[config.mk]
export PLATFORM = sky130hd
export DESIGN_NAME = if_id_skid_stage
export DESIGN_NICKNAME = d
export VERILOG_FILES = /design/src/rtl/pipe_pkg.sv /design/src/rtl/sat_counter.sv /design/src/rtl/if_id_skid_stage.sv
export SDC_FILE = /design/constraint.sdc
export NUM_CORES = 1
export LEC_CHECK = 0
export ABC_AREA = 1
export CORE_MARGIN = 4
export CORE_UTILIZATION = 51
export DETAILED_ROUTE_END_ITERATION = 16
export GPL_TIMING_DRIVEN = 0
export PLACE_DENSITY = 0.88
export SETUP_SLACK_MARGIN = 0.5
export SYNTH_ARGS = -nofsm -noshare
export SYNTH_HDL_FRONTEND = slang
export SYNTH_SLANG_ARGS = --single-unit
[constraint.sdc]
create_clock -name clk_i -period 6.04 [get_ports clk_i]
set_input_delay 1.208 -clock clk_i [delete_from_list [all_inputs] [get_ports clk_i]]
set_output_delay 1.208 -clock clk_i [all_outputs]
set_load 0.02 [all_outputs]
[src/rtl/pipe_pkg.sv]
// Shared constants and the occupancy state type for the IF/ID skid stage.
package pipe_pkg;

  localparam int unsigned PC_W_DEF   = 32;
  localparam int unsigned INST_W_DEF = 32;
  localparam int unsigned CNT_W_DEF  = 16;

  // Canonical RISC-V bubble: addi x0, x0, 0
  localparam logic [31:0] NOP_INST = 32'h0000_0013;

  typedef enum logic [1:0] {
    ST_EMPTY = 2'd0,
    ST_ONE   = 2'd1,
    ST_TWO   = 2'd2
  } skid_state_e;

endpackage

[src/rtl/sat_counter.sv]
// Up-counter that sticks at all-ones; cleared only by reset.
module sat_counter #(
  parameter int unsigned W = 16
) (
  input  logic         clk_i,
  input  logic         rst_i,
  input  logic         inc_i,
  output logic [W-1:0] cnt_o
);

  logic [W-1:0] cnt_q, cnt_d;

  // NOTE: every always_comb output gets a default first, so no path can leave it unassigned and infer a latch.
  always_comb begin
    cnt_d = cnt_q;
    if (inc_i && (cnt_q != '1)) cnt_d = cnt_q + W'(1);
  end

  // NOTE: state registers use <= so every flop samples pre-edge values regardless of block order.
  always_ff @(posedge clk_i or posedge rst_i) begin
    if (rst_i) cnt_q <= '0;
    else       cnt_q <= cnt_d;
  end

  assign cnt_o = cnt_q;

endmodule

[src/rtl/if_id_skid_stage.sv]
// IF/ID pipeline register with a 2-entry skid so up_ready_o is purely registered.
module if_id_skid_stage
  import pipe_pkg::*;
#(
  parameter int unsigned        PC_W     = PC_W_DEF,
  parameter int unsigned        INST_W   = INST_W_DEF,
  parameter logic [INST_W-1:0]  NOP_INST = INST_W'(pipe_pkg::NOP_INST),
  parameter int unsigned        CNT_W    = CNT_W_DEF
) (
  input  logic              clk_i,
  input  logic              rst_i,
  input  logic              up_valid_i,
  output logic              up_ready_o,
  input  logic [PC_W-1:0]   pc_i,
  input  logic [INST_W-1:0] inst_i,
  input  logic              hz_i,
  input  logic              flush_i,
  output logic              dn_valid_o,
  input  logic              dn_ready_i,
  output logic [PC_W-1:0]   pc_o,
  output logic [INST_W-1:0] inst_o,
  output logic [CNT_W-1:0]  stall_cnt_o,
  output logic [CNT_W-1:0]  flush_cnt_o
);

  skid_state_e       state_q, state_d;
  logic [PC_W-1:0]   m_pc_q, m_pc_d, s_pc_q, s_pc_d;
  logic [INST_W-1:0] m_inst_q, m_inst_d, s_inst_q, s_inst_d;
  logic              m_vld, s_vld, acc, take;

  assign m_vld      = (state_q != ST_EMPTY);
  assign s_vld      = (state_q == ST_TWO);
  assign up_ready_o = ~s_vld;
  assign acc        = up_valid_i & up_ready_o;
  assign take       = m_vld & dn_ready_i & ~hz_i;

  always_comb begin
    state_d  = state_q;
    m_pc_d   = m_pc_q;
    m_inst_d = m_inst_q;
    s_pc_d   = s_pc_q;
    s_inst_d = s_inst_q;
    if (flush_i) begin
      // Data registers keep stale contents; only the valid state is dropped.
      state_d = ST_EMPTY;
    end else begin
      unique case (state_q)
        ST_EMPTY: begin
          if (acc) begin
            state_d  = ST_ONE;
            m_pc_d   = pc_i;
            m_inst_d = inst_i;
          end
        end
        ST_ONE: begin
          if (acc && take) begin
            m_pc_d   = pc_i;
            m_inst_d = inst_i;
          end else if (acc) begin
            state_d  = ST_TWO;
            s_pc_d   = pc_i;
            s_inst_d = inst_i;
          end else if (take) begin
            state_d = ST_EMPTY;
          end
        end
        ST_TWO: begin
          if (take) begin
            state_d  = ST_ONE;
            m_pc_d   = s_pc_q;
            m_inst_d = s_inst_q;
          end
        end
        default: state_d = ST_EMPTY;
      endcase
    end
  end

  // NOTE: the two data entries are reset too, so pc_o/inst_o are defined immediately after reset.
  always_ff @(posedge clk_i or posedge rst_i) begin
    if (rst_i) begin
      state_q  <= ST_EMPTY;
      m_pc_q   <= '0;
      m_inst_q <= NOP_INST;
      s_pc_q   <= '0;
      s_inst_q <= NOP_INST;
    end else begin
      state_q  <= state_d;
      m_pc_q   <= m_pc_d;
      m_inst_q <= m_inst_d;
      s_pc_q   <= s_pc_d;
      s_inst_q <= s_inst_d;
    end
  end

  assign dn_valid_o = m_vld;
  assign pc_o       = m_pc_q;
  assign inst_o     = m_vld ? m_inst_q : NOP_INST;

  sat_counter #(.W(CNT_W)) u_stall_cnt (
    .clk_i (clk_i),
    .rst_i (rst_i),
    .inc_i (m_vld & ~take & ~flush_i),
    .cnt_o (stall_cnt_o)
  );

  sat_counter #(.W(CNT_W)) u_flush_cnt (
    .clk_i (clk_i),
    .rst_i (rst_i),
    .inc_i (flush_i & m_vld),
    .cnt_o (flush_cnt_o)
  );

endmodule

==> flow_summary.json <==
{
  "nNetsFinal": 1266,
  "antenna_found_initial": 0,
  "r2r_end": "u_stall_cnt.cnt_o[3]",
  "cp_top_family": "buffers and inverters",
  "ys_async_sr_fraction_pct": 100,
  "drt-vias-per-instance": 5.29,
  "grt_start_max_net_pins": 45,
  "seq_area_frac_synth_pct": 52.1,
  "fp.dieW_um": 132,
  "grt_overflow": 0,
  "postSynthAreaPerCell_um2": 7.76,
  "use_met1_pct": 31.6,
  "status": "complete, no violations",
  "finalSetupTns_ns": 0,
  "relSlewSlack_pct": 56.4,
  "worstPathCellList": "nor2_1 > clkbuf_1 > or2_2 > clkdlybuf4s50_1",
  "setup_viol": 0,
  "synth_cell_types": 30,
  "critPathKind": "flop to output pin",
  "place.port_buffers": 167,
  "drtIter0Drc": 517,
  "hpwl_mm": 15.1,
  "cts_max_level": 4,
  "fin_skew_ns": 0.00760,
  "synth_edf_count": 0,
  "rsz0062_at_grt": "false",
  "hp-class": "flop to flop",
  "finalCritPeriodShare_pct": 60.8,
  "use_met2_pct": 42.0,
  "powerDensity_nw_per_um2": 386,
  "die-height_um": 132,
  "grt_busiest_layer": "met2",
  "fmax_ghz": 0.272,
  "cp_data_arrival_time_ns": 2.46,
  "avgRoutedWirePerCell_um": 15.5,
  "synth_seq_cells": 162,
  "critPathMaxStageDelay_ns": 0.59,
  "holdWs_ns": 0.473,
  "cts_buffers": 17,
  "hold_end": "m_inst_q[1]",
  "cp-end-kind": "output pin",
  "worstPathRequired_ns": 4.83,
  "fp-row-count": 44,
  "place_congestion": 0.857,
  "worstPathMaxFanout": 10,
  "coreArea_um2": 14800,
  "cts_tree": "yes",
  "grtUsageMet3_pct": 6.84,
  "max_cap_violations": 0,
  "grt_first_pass_wirelength_mm": 35.6,
  "synthCells": 1004,
  "hp-start": "m_inst_q[1]",
  "reg2reg_slack_ns": 4.13,
  "hold_viol_final": 0,
  "postCtsSetupRepairBufs": 0,
  "r2r_cells": 9,
  "finish.utilization_pct": 70.4,
  "slowest_stage": "clkdlybuf4s50_1",
  "final_common_cell": "nand2_1",
  "first_global_vias": 7280,
  "slew_viol_final": 0,
  "post_cts_resized": 0,
  "synthesis.nets": 1076,
  "start_kind": "flop",
  "holdBufCountCts": 0,
  "ant_nets": 0,
  "synthFlopType": "dfrtp_1",
  "min_period_ns": 3.67,
  "synthesis.area_um2": 7790,
  "holdPathStages": 2,
  "ir_worst_vdd_v": 0.000322,
  "cts_buffer_depth": 2,
  "grtUsageTotal_pct": 25.1,
  "clockRootBuffer": "clkbuf_16",
  "die-area_um2": 17300,
  "insertion_delay_ns": 0.42,
  "cp_num_buf_inv": 2,
  "final_cell_mix": "nand2_1, nor2_1, clkdlybuf4s50_1",
  "io_pins": 168,
  "power.leakage_nw": 4.98,
  "dr.pass1.iters": 5,
  "tightest_slew_ns": 0.649,
  "start_util_pct": 52.8,
  "path_clk_slew_ns": 0.06,
  "yosys_warnings": 0,
  "drive_gt1_share_pct": 8.78,
  "antenna_cells": 0,
  "wl_mm": 21.5,
  "dr_total_vias": 7357,
  "drc": 0,
  "timing.rr.start": "u_stall_cnt.cnt_o[0]",
  "clock_sinks": 162,
  "syn2layout_area_growth_pct": 33.2
}
==> cell usage after synthesis, types with 2 or more instances <==
master    number  area (um2)
buf_2         28         140
a21oi_1      119         596
dfstp_2        6         158
nand2_1      232         871
clkbuf_2       5        25.0
inv_1        113         424
buf_4          4        30.0
o21ai_0       66         330
o21ai_4        2        32.5
nand4_1        9        56.3
or2_2          3        18.8
nand3_1       13        65.1
nor2_1       181         679
o21ai_1       20         100
dfrtp_1      156        3900
clkbuf_1       5        18.8
inv_4          2        12.5
ha_1           2        25.0
nand2_2        6        37.5
nor2_4         3        33.8
buf_1          2        7.51
buf_6          5        56.3
xnor2_1       13         114
inv_2          3        11.3
==> cell type report <==
cell class | instances | area, um2
plain buffers | 49 | 278
clock buffers | 19 | 453
clock inverters | 13 | 150
fillers | 1116 | 4370
inverters | 119 | 455
multi-input cells | 674 | 3000
flip-flops and latches | 162 | 4060
well taps | 184 | 230
repair buffers | 171 | 1750
==> flip-flops by register name (all words and copies together), names as in the netlist <==
name               cells
u_flush_cnt.cnt_o     16
m_inst_q              32
state_q                2
u_stall_cnt.cnt_o     16
pc_o                  32
s_inst_q              32
s_pc_q                32
==> metal layers <==
metal	vias to the layer above	wire [um]	part of all wire, %
met2	274	10600	49
li1	3526	-	-
met3	28	1630	7.6
met1	3529	8920	42
met5	-	0	0
met4	0	320	1.5
==> worst max-delay path by stage <==
stage	from	end	slack, ns	cells past startpoint
floorplan	rst_i	m_inst_q[10]	2.78	1
finish	state_q[0]	inst_o[4]	2.37	4
global route	state_q[0]	inst_o[4]	2.20	4
detailed placement	state_q[0]	inst_o[4]	2.77	4
global placement	rst_i	s_pc_q[0]	1.44	2
CTS	state_q[0]	inst_o[4]	2.32	4
==> report_power, final <==
group / switching, mW / internal [mW] / leakage [nW]
clock: 0.452 / 0.638 / 0.291
sequential: 0.193 / 1.45 / 1.95
combinational: 0.726 / 0.552 / 2.75
total: 1.37 / 2.64 / 4.98
==> kinds of logic after synthesis <==
family	synth area share, %
flip-flops	52.1
AO/OA/AOI/OAI	13.7
AND/OR/NAND/NOR	22.9
adder cells (fa/ha/maj)	0.321
XOR/XNOR	1.57
buffers and inverters	9.36
==> per-stage QoR <==
stage          instance area, um2  setup slack, ns  total power, mW  cells
2_1_floorplan                7800             2.78             2.36   1004
3_3_place_gp                 9700             1.44             2.85   1355
3_5_place_dp                 9780             2.77             2.92   1359
4_1_cts                     10400             2.32             4.03   1391
5_1_grt                     10400             2.20             4.24   1391
6_report                    10400             2.37             4.01   1391
==> worst register-to-register path: cells and delay by family (launching register included) <==
| family | cells | cell delay, ns |
|---|---|---|
| AO/OA/AOI/OAI | 1 | 0.34 |
| adder cells (fa/ha/maj) | 1 | 0.31 |
| buffers and inverters | 3 | 0.31 |
| flip-flops | 1 | 0.46 |
| AND/OR/NAND/NOR | 4 | 0.38 |
Power figures use the tool's default switching activity.
